File: src/rtl/tx_resp_arbiter.sv
// rtl/tx_resp_arbiter.sv - shares the UART TX FIFO write port between register read data and ALU results
// Optional RESP_RR_EN: round-robin between the RD and ALU slots instead of fixed RD-over-ALU priority.
module tx_resp_arbiter #(
    parameter int Data_width = 8,
    parameter int ALU_width  = 2 * Data_width
) (
    input  logic                  CLK,
    input  logic                  RST,
    input  logic [Data_width-1:0] Rd_data,
    input  logic                  RdData_valid,
    input  logic [ALU_width-1:0]  ALU_OUT,
    input  logic                  OUT_VALID,
    input  logic                  FIFO_full,
    output logic [Data_width-1:0] TX_p_data,
    output logic                  TX_d_valid,
    output logic                  busy,
    output logic                  drop_err
);
    typedef enum logic [1:0] {IDLE, SEND_RD, SEND_ALU_LO, SEND_ALU_HI} state_t;

    state_t                r_state;
    state_t                w_state_nxt;
    logic [Data_width-1:0] r_rd_data;
    logic [Data_width-1:0] r_tx_data;
    logic [Data_width-1:0] w_tx_data_nxt;
    logic [ALU_width-1:0]  r_alu_data;
    logic                  r_rd_pend;
    logic                  r_alu_pend;
    logic                  r_tx_valid;
    logic                  r_drop;
    logic                  w_emit;
    logic                  w_rd_free;
    logic                  w_alu_free;
    logic                  w_rd_load;
    logic                  w_alu_load;
    logic                  w_drop;
    logic                  w_pick_alu;

`ifdef RESP_RR_EN
    logic r_last_alu;

    // Reset value favours RD on the first contested grant.
    always_ff @(posedge CLK or posedge RST) begin
        if (RST) begin
            r_last_alu <= 1'b1;
        end else if (w_rd_free) begin
            r_last_alu <= 1'b0;
        end else if (w_alu_free) begin
            r_last_alu <= 1'b1;
        end
    end

    assign w_pick_alu = r_alu_pend && (!r_rd_pend || !r_last_alu);
`else
    assign w_pick_alu = r_alu_pend && !r_rd_pend;
`endif

    always_comb begin
        w_state_nxt   = r_state;
        w_emit        = 1'b0;
        w_tx_data_nxt = r_tx_data;
        w_rd_free     = 1'b0;
        w_alu_free    = 1'b0;
        case (r_state)
            IDLE: begin
                if (r_rd_pend || r_alu_pend) begin
                    w_state_nxt = w_pick_alu ? SEND_ALU_LO : SEND_RD;
                end
            end
            SEND_RD: begin
                if (!FIFO_full) begin
                    w_emit        = 1'b1;
                    w_tx_data_nxt = r_rd_data;
                    w_rd_free     = 1'b1;
                    w_state_nxt   = IDLE;
                end
            end
            SEND_ALU_LO: begin
                if (!FIFO_full) begin
                    w_emit        = 1'b1;
                    w_tx_data_nxt = r_alu_data[Data_width-1:0];
                    w_state_nxt   = SEND_ALU_HI;
                end
            end
            SEND_ALU_HI: begin
                if (!FIFO_full) begin
                    w_emit        = 1'b1;
                    w_tx_data_nxt = r_alu_data[ALU_width-1:Data_width];
                    w_alu_free    = 1'b1;
                    w_state_nxt   = IDLE;
                end
            end
            default: w_state_nxt = IDLE;
        endcase
    end

    // A slot emptied on this edge may take the new strobe without a drop.
    assign w_rd_load  = RdData_valid && (!r_rd_pend || w_rd_free);
    assign w_alu_load = OUT_VALID && (!r_alu_pend || w_alu_free);
    assign w_drop     = (RdData_valid && !w_rd_load) || (OUT_VALID && !w_alu_load);

    always_ff @(posedge CLK or posedge RST) begin
        if (RST) begin
            r_state    <= IDLE;
            r_rd_data  <= '0;
            r_alu_data <= '0;
            r_rd_pend  <= 1'b0;
            r_alu_pend <= 1'b0;
            r_tx_data  <= '0;
            r_tx_valid <= 1'b0;
            r_drop     <= 1'b0;
        end else begin
            r_state    <= w_state_nxt;
            r_tx_data  <= w_tx_data_nxt;
            r_tx_valid <= w_emit;
            r_drop     <= w_drop;
            if (w_rd_load) begin
                r_rd_pend <= 1'b1;
                r_rd_data <= Rd_data;
            end else if (w_rd_free) begin
                r_rd_pend <= 1'b0;
            end
            if (w_alu_load) begin
                r_alu_pend <= 1'b1;
                r_alu_data <= ALU_OUT;
            end else if (w_alu_free) begin
                r_alu_pend <= 1'b0;
            end
        end
    end

    assign TX_p_data  = r_tx_data;
    assign TX_d_valid = r_tx_valid;
    assign drop_err   = r_drop;
    assign busy       = r_rd_pend | r_alu_pend | (r_state != IDLE);

endmodule
File: config.mk
export PLATFORM = sky130hd
export DESIGN_NAME = tx_resp_arbiter
export DESIGN_NICKNAME = d
export VERILOG_FILES = /design/src/rtl/tx_resp_arbiter.sv
export SDC_FILE = /design/constraint.sdc
export NUM_CORES = 1
export LEC_CHECK = 0
export ABC_AREA = 1
export ABC_CLOCK_PERIOD_IN_PS = 1500
export BUFFER_PORTS_ARGS = -buffer_cell sky130_fd_sc_hd__buf_2
export CAP_MARGIN = 20
export CORE_AREA = 2 2 59 83
export CTS_CLUSTER_SIZE = 12
export DETAILED_ROUTE_END_ITERATION = 8
export DIE_AREA = 0 0 61 85
export SYNTH_ARGS = -nofsm -noshare
export SYNTH_HDL_FRONTEND = slang
export SYNTH_SLANG_ARGS = --single-unit
File: constraint.sdc
create_clock -name CLK -period 1.5 [get_ports CLK]
set_input_delay 0.15 -clock CLK [delete_from_list [all_inputs] [get_ports CLK]]
set_output_delay 0.15 -clock CLK [all_outputs]
set_load 0.005 [all_outputs]
==> reports/results.tsv, run 1 <==
stage	metric	value	unit
outcome	status	finished clean	
final_layout	most frequent cells in the layout	nand2_1 (92), nand3_1 (52), buf_2 (39), dfrtp_1 (38)	
synthesis	post-synthesis cell area	1700	µm²
floorplan	I/O pin cnt	40	
clock_tree	Post-CTS Repair Setup Buffers	0	
floorplan	Core Box Area	4460	µm²
timing	RSZ-0062 raised after global routing	no	
power	Cell Int Power	2.36	mW
detailed_routing	post-DR vias/cell	4.53	
synthesis	Syn Inst Count	209	
power	Clk pwr share	19.1	%
clock_tree	htree depth	2	
critical_path	crit path kind	flop to output port	
detailed_routing	Antenna Violating Nets Remaining	0	
floorplan	Die Span Y	85	µm
power	Pwr Density	1840	nW/µm²
power	Leakage	1.14	nW
power	net switching power	1.45	mW
power	peak supply drop	0.808	mV
timing	Hold Fails Final Rpt	0	
job	MaxCap Viol Count	0	
final_layout	Util after Layout	46.4	%
detailed_routing	Post-Route WL	3610	µm
critical_path	CP required	1.35	ns
detailed_routing	Initial DRT Pass Iterations	4	
detailed_routing	Remaining DRCs	0	
power	Comb power frac	35.0	%
timing	FMAX	0.725	GHz
synthesis	Syn Area/Cell	8.14	µm²
timing	Fin Setup TNS	0	ns
power	Flop pwr share	45.9	%
critical_path	CP max-delay cell	dfrtp_1	
timing	Slew Viols, Final	0	
global_route	vias in the first global route	1380	
clock_tree	Bufs on Longest Clock Path	2	
timing	Slew @ Worst Pin	0.467	ns
critical_path	CP endpoint kind	output port	
critical_path	WP data arrival	1.23	ns
global_route	initial antenna violation count	0	
global_route	first-pass GRT wire length	6330	µm
clock_tree	Root Driver	clkbuf_8	
synthesis	post-synthesis cell type count	16	
place	hpwl dp	2670	µm
critical_path	Critical Path Start Type	flop	
final_layout	antenna diode count	0	
global_route	GRT Util Overall	16.4	%
timing	final setup violation count	0	
detailed_routing	drt initial violations	43	
floorplan	Die Area	5190	µm²
critical_path	Crit. Startpoint	r_state[1]$_DFFE_PP0P_	
place	port buffer count	39	
final_layout	Layout area overhead	21.6	%
critical_path	r2r startpoint	r_state[0]$_DFFE_PP0P_	
power	Sw Ratio	38.2	%
clock_tree	total CTS buffers	5	
floorplan	Die W	61	µm
clock_tree	clock-pin slew on the worst setup and hold paths	0.07	ns
timing	relative slew slack	68.8	%
clock_tree	# clock sinks	38	
synthesis	syn_nets	238	
synthesis	sequential area share after synthesis	55.9	%
floorplan	# rows	29	
synthesis	Yosys reg bits	38	
min_path	min-delay worst type	input pin to flop	
min_path	hold path start	ALU_OUT[5]	
detailed_routing	WL per Instance	11.4	µm
timing	min Tclk post-route	1.38	ns
floorplan	Initial Util	38.1	%
synthesis	Yosys warning count	0	
final_layout	# nets final	282	
detailed_routing	Vias	1430	
critical_path	CP Cell Sequence	buf_4, nor2_2, nand2_1, buf_2	
critical_path	Critical Path Fanout Max	19	
global_route	largest net degree at the start of global routing	39	
critical_path	Largest delay share family, worst path	flip-flops	
clock_tree	Clock Latency Late Sink	0.29	ns
critical_path	max incr delay on CP	0.41	ns
global_route	GRT overflow	0	
final_layout	layout cells sized above 1	23.6	%
timing	Worst Skew	0.00303	ns
clock_tree	CTS tree	done	
place	Final GP Congestion	0.796	
final_layout	most common cell after layout, fill and taps aside	nand2_1	
timing	Tcrit/Tclk final	91.9	%
critical_path	CP bufs+invs	2	
power	total power	3.81	mW
==> Yosys cell counts <==
| master | n | area share, % |
|---|---|---|
| nand2_1 | 92 | 20 |
| dfrtp_1 | 38 | 56 |
| clkbuf_1 | 1 | 0.22 |
| buf_6 | 1 | 0.66 |
| clkinv_1 | 1 | 0.22 |
| o21ai_0 | 2 | 0.59 |
| nor2_1 | 3 | 0.66 |
| inv_2 | 2 | 0.44 |
| a21oi_1 | 1 | 0.29 |
| nand3_1 | 52 | 15 |
| inv_1 | 4 | 0.88 |
| nand2_2 | 3 | 1.1 |
| buf_2 | 4 | 1.2 |
| nand2_4 | 1 | 0.66 |
| o21ai_1 | 1 | 0.29 |
| buf_4 | 3 | 1.3 |
==> final cells by class <==
cell class	instances	area [µm²]
sequential	38	951
clock inverter	2	12.5
fill	493	2390
clock buffer	6	82.6
timing repair buffer	46	250
inverter	7	26.3
multi-input combinational	155	669
tap	62	77.6
==> power groups by stage <==
stage	Combinational, mW	Sequential [mW]	Clock [mW]
floorplan	0.970	1.71	0
global placement	1.32	1.77	0
detailed placement	1.35	1.77	0
CTS	1.35	1.75	0.747
global route	1.58	1.80	0.784
finish	1.33	1.75	0.729
==> kinds of logic (layout without fill, tap and decap cells) <==
group | count (synthesis) | count (layout) | synth area share, %
flops | 38 | 38 | 55.9
compound gates | 4 | 4 | 1.18
buf+inv | 16 | 61 | 4.93
simple gates | 151 | 151 | 38.0
==> path summary, 6_finish.rpt <==
check / to / slack, ns / depth (start not counted)
worst max-delay path: busy / 0.12 / 4
worst min-delay path: r_alu_data[5]$_DFFE_PP0P_ / 0.08 / 3
worst max register to register: r_alu_data[2]$_DFFE_PP0P_ / 0.23 / 5
worst min register to register: TX_p_data[5]$_DFFE_PP0P_ / 0.47 / 2
max in group asynchronous: r_rd_data[6]$_DFFE_PP0P_ / 0.66 / 4
min in group asynchronous: TX_p_data[0]$_DFFE_PP0P_ / 0.50 / 4
==> per-stage QoR <==
| step | std cells | hold WS [ns] | instance area, µm² | setup WS [ns] |
|---|---|---|---|---|
| finish | 316 | 0.0833 | 2070 | 0.121 |
| global route | 316 | 0.0914 | 2070 | 0.0422 |
| CTS | 316 | 0.0785 | 2070 | 0.0747 |
| detailed placement | 307 | 0.290 | 1960 | 0.249 |
| global placement | 307 | 0.284 | 1960 | 0.237 |
| floorplan | 209 | 0.267 | 1700 | 0.386 |
==> worst min-delay path: stages <==
cell,delay [ns]
buf_2,0.08
nand3_1,0.06
nand2_1,0.06
==> state kept, by name, indices dropped and copies added (netlist names) <==
| register | count |
|---|---|
| r_rd_pend | 1 |
| TX_d_valid | 1 |
| r_alu_data | 16 |
| TX_p_data | 8 |
| drop_err | 1 |
| r_alu_pend | 1 |
| r_state | 2 |
| r_rd_data | 8 |
==> timing repair <==
item,in CTS,in global routing
hold buffers,1,0
resized for setup,0,1
endpoints found under the hold margin,38,0
endpoints found under the setup margin,0,1
==> metal layers <==
| layer | vias to the layer above | GRT usage, % | part of all wire (%) |
|---|---|---|---|
| met2 | 32 | 25.4 | 48 |
| met1 | 634 | 21.6 | 45 |
| met3 | 6 | 3.20 | 4.0 |
| met5 | - | 0 | 0 |
| met4 | 0 | 7.71 | 2.4 |
| li1 | 758 | - | - |
Note: power is estimated with default switching activity, not from simulation.
==> run 2: changes to the inputs <==
- ABC_AREA: 1 -> not set
- CORE_AREA: 2 2 59 83 -> 2 2 60 84
- DIE_AREA: 0 0 61 85 -> 0 0 62 86
- SLEW_MARGIN: not set -> 20
==> run 2 against run 1 <==
Net effect: critical path depth is the same; count of clock-buffer cells in the layout grew 1; largest power group unchanged; synthesized cell count fell by 34%; clock power is 12% lower; utilization grew 1.0 points; die area up 2.8%; sequential share of layout area decreased by 1.7 points.
==> reports/results.tsv, run 2 <==
stage	metric	value	unit	change
outcome	status	finished clean		
timing	RSZ-0062 raised after global routing	no		
final_layout	# nets final	214		-24%
place	Placed Cells	239		-22%
critical_path	reg2reg setup slack	0.09	ns	-0.14 ns
detailed_routing	WL per Instance	14.3	µm	+25%
detailed_routing	Post-Route WL	3540	µm	-2.1%
clock_tree	CTS tree	done		
timing	Slew Viols, Final	0		unchanged
detailed_routing	Remaining DRCs	0		unchanged
global_route	GRT overflow	0		unchanged
synthesis	synth top area cells	dfrtp_1 (54%), mux2_2 (8.9%), mux2_4 (8.5%)		
floorplan	I/O pin cnt	40		unchanged
synthesis	Synth async-reset ratio	100	%	unchanged
clock_tree	htree depth	2		unchanged
critical_path	Critical Path Start Type	flop		
critical_path	crit path kind	flop to flop		
synthesis	Post-synth EDFFs	0		unchanged
synthesis	Yosys warning count	0		unchanged
final_layout	filler instances	448		-9.1%
synthesis	top-area cell type share of the netlist area	53.7	%	-2.2 points
floorplan	Die W	62	µm	+1.6%
timing	Worst Skew	0.00812	ns	+0.00509 ns
critical_path	CP Capture Point	r_alu_data[6]$_DFFE_PP0P_		
place	pre-CTS setup slack	-0.00212	ns	-0.251 ns
synthesis	Syn Inst Count	138		-34%
timing	Tcrit/Tclk final	93.8	%	+1.9 points
critical_path	Crit. Startpoint	r_state[0]$_DFFE_PP0P_		
detailed_routing	Initial DRT Pass Iterations	4		unchanged
timing	final worst setup slack	0.0933	ns	-0.0280 ns
synthesis	Yosys reg bits	38		unchanged
global_route	first-pass GRT wire length	6130	µm	-3.3%
synthesis	syn_nets	167		-30%
timing	relative slew slack	67.8	%	-1.1 points
floorplan	Initial Util	39.0	%	+0.91 points
final_layout	most common cell after layout, fill and taps aside	buf_2		
critical_path	CP required	1.66	ns	+0.31 ns
clock_tree	total CTS buffers	5		unchanged
floorplan	Die Span Y	86	µm	+1.2%
final_layout	layout cells sized above 1	47.0	%	+23 points
timing	Slew @ Worst Pin	0.484	ns	+0.0164 ns
final_layout	Largest Register	r_alu_data		
place	port buffer count	39		unchanged
timing	min Tclk post-route	1.41	ns	+0.0280 ns
final_layout	most frequent cells in the layout	buf_2 (39), dfrtp_1 (37), mux2_2 (14), nor2_1 (14)		
clock_tree	Root Driver	clkbuf_8		
final_layout	antenna diode count	0		unchanged
critical_path	worst reg2reg path depth	4		-1
floorplan	Core Box Area	4540	µm²	+1.6%
detailed_routing	Antenna Violating Nets Remaining	0		unchanged
floorplan	# rows	29		unchanged
power	Leakage	1.01	nW	-11%
power	Pwr Density	1930	nW/µm²	+4.5%
place	Final GP Congestion	0.800		+0.53%
detailed_routing	post-DR vias/cell	4.83		+6.6%
synthesis	post-synthesis cell type count	25		+9
synthesis	Syn Area/Cell	12.8	µm²	+58%
clock_tree	# clock sinks	38		unchanged
critical_path	CP endpoint kind	flop		
global_route	GRT Util Overall	15.6	%	-0.73 points
final_layout	max reg flops	16		unchanged
critical_path	WP data arrival	1.57	ns	+0.34 ns
clock_tree	Clock Latency Late Sink	0.29	ns	about the same
place	hpwl dp	2670	µm	-0.29%
global_route	vias in the first global route	1303		-5.6%
min_path	hold path cells	2		-1
timing	FMAX	0.711	GHz	-2.0%
final_layout	multi-input logic area	747	µm²	+12%
clock_tree	Bufs on Longest Clock Path	2		unchanged
synthesis	most common cell in the netlist	dfrtp_1		
detailed_routing	drt initial violations	27		-37%
clock_tree	clock-pin slew on the worst setup and hold paths	0.07	ns	about the same
synthesis	Post-synth top cells	dfrtp_1 (38), mux2_2 (14), nor2_1 (14)		
clock_tree	Post-CTS Repair Setup Buffers	0		unchanged
detailed_routing	Vias	1192		-17%
synthesis	post-synthesis cell area	1770	µm²	+4.0%
synthesis	sequential area share after synthesis	53.7	%	-2.2 points
critical_path	FF-to-FF End	r_alu_data[6]$_DFFE_PP0P_		
timing	Hold Fails Final Rpt	0		unchanged
timing	final setup violation count	0		unchanged
synthesis	Primary FF master, synth	dfrtp_1		
job	MaxCap Viol Count	0		unchanged
critical_path	r2r startpoint	r_state[0]$_DFFE_PP0P_		
synthesis	area leader, netlist	dfrtp_1		
power	peak supply drop	0.811	mV	+0.47%
critical_path	Critical Path Fanout Max	16		-3
global_route	largest net degree at the start of global routing	39		unchanged
final_layout	Layout area overhead	21.4	%	
global_route	initial antenna violation count	0		unchanged
floorplan	Die Area	5330	µm²	+2.8%
min_path	min-delay worst type	input pin to flop		
final_layout	Sequential cell area	952	µm²	+0.13%
final_layout	Non-Filler Instances	247		-22%
## run 2: through the flow
step | hold slack, ns | utilization (%) | TNS, ns | instance area (µm²) | power, mW
2_1_floorplan | 0.242 | - | 0 | 1770 | 3.06
3_3_place_gp | 0.280 | 45.3 | 0 | 2050 | 3.45
3_5_place_dp | 0.291 | 45.3 | -0.00212 | 2050 | 3.52
4_1_cts | 0.0712 | 47.4 | 0 | 2150 | 4.18
5_1_grt | 0.0755 | 47.4 | 0 | 2150 | 4.45
6_report | 0.0796 | 47.4 | 0 | 2150 | 4.14
## run 2: timing repair
item / CTS / global route
endpoints found under the hold margin: 38 / 0
resized for setup: 1 / 1
hold buffers: 1 / 0
setup endpoints to repair: 8 / 1
## run 2: area by class of cell
cell class                      instances  area share (%)
Multi-Input combinational cell         87            34.7
Tap cell                               62            3.61
Sequential cell                        38            44.3
Inverter                                5           0.873
Timing Repair Buffer                   48            12.9
Clock buffer                            7            3.55
## run 2: per-layer routing
| layer | GRT usage, % | wire, µm |
|---|---|---|
| met5 | 0 | 0 |
| met4 | 6.58 | 57 |
| met3 | 3.92 | 178 |
| met2 | 23.5 | 1800 |
| met1 | 21.1 | 1500 |
## run 2: cells by family after synthesis
logic type | after synthesis | share of synthesized area, %
flops | 38 | 53.7
simple gates | 26 | 7.42
buf+inv | 13 | 4.52
compound gates | 29 | 12.4
mux | 32 | 21.9
## run 2: report_power, final
part / internal (mW) / switching (mW) / total (mW) / leakage, nW
Combinational: 0.968 / 0.675 / 1.64 / 0.530
Sequential: 1.52 / 0.328 / 1.85 / 0.441
Clock: 0.320 / 0.324 / 0.644 / 0.0383
Total: 2.81 / 1.33 / 4.14 / 1.01
## run 2: how the worst min path moves through the flow
stage / startpoint / end / slack [ns]
2_1_floorplan: OUT_VALID / r_alu_pend$_DFFE_PP0P_ / 0.24
3_3_place_gp: RST / r_alu_data[14]$_DFFE_PP0P_ / 0.28
3_5_place_dp: RST / r_alu_data[14]$_DFFE_PP0P_ / 0.29
4_1_cts: OUT_VALID / r_alu_pend$_DFFE_PP0P_ / 0.07
5_1_grt: OUT_VALID / r_alu_pend$_DFFE_PP0P_ / 0.08
6_report: OUT_VALID / r_alu_pend$_DFFE_PP0P_ / 0.08
## run 2: critical path, cell delays in order, from the launching register on
cell and delay, ns:
dfrtp_1 0.44, nand3b_4 0.12, a21boi_4 0.18, buf_12 0.19, mux2_2 0.35
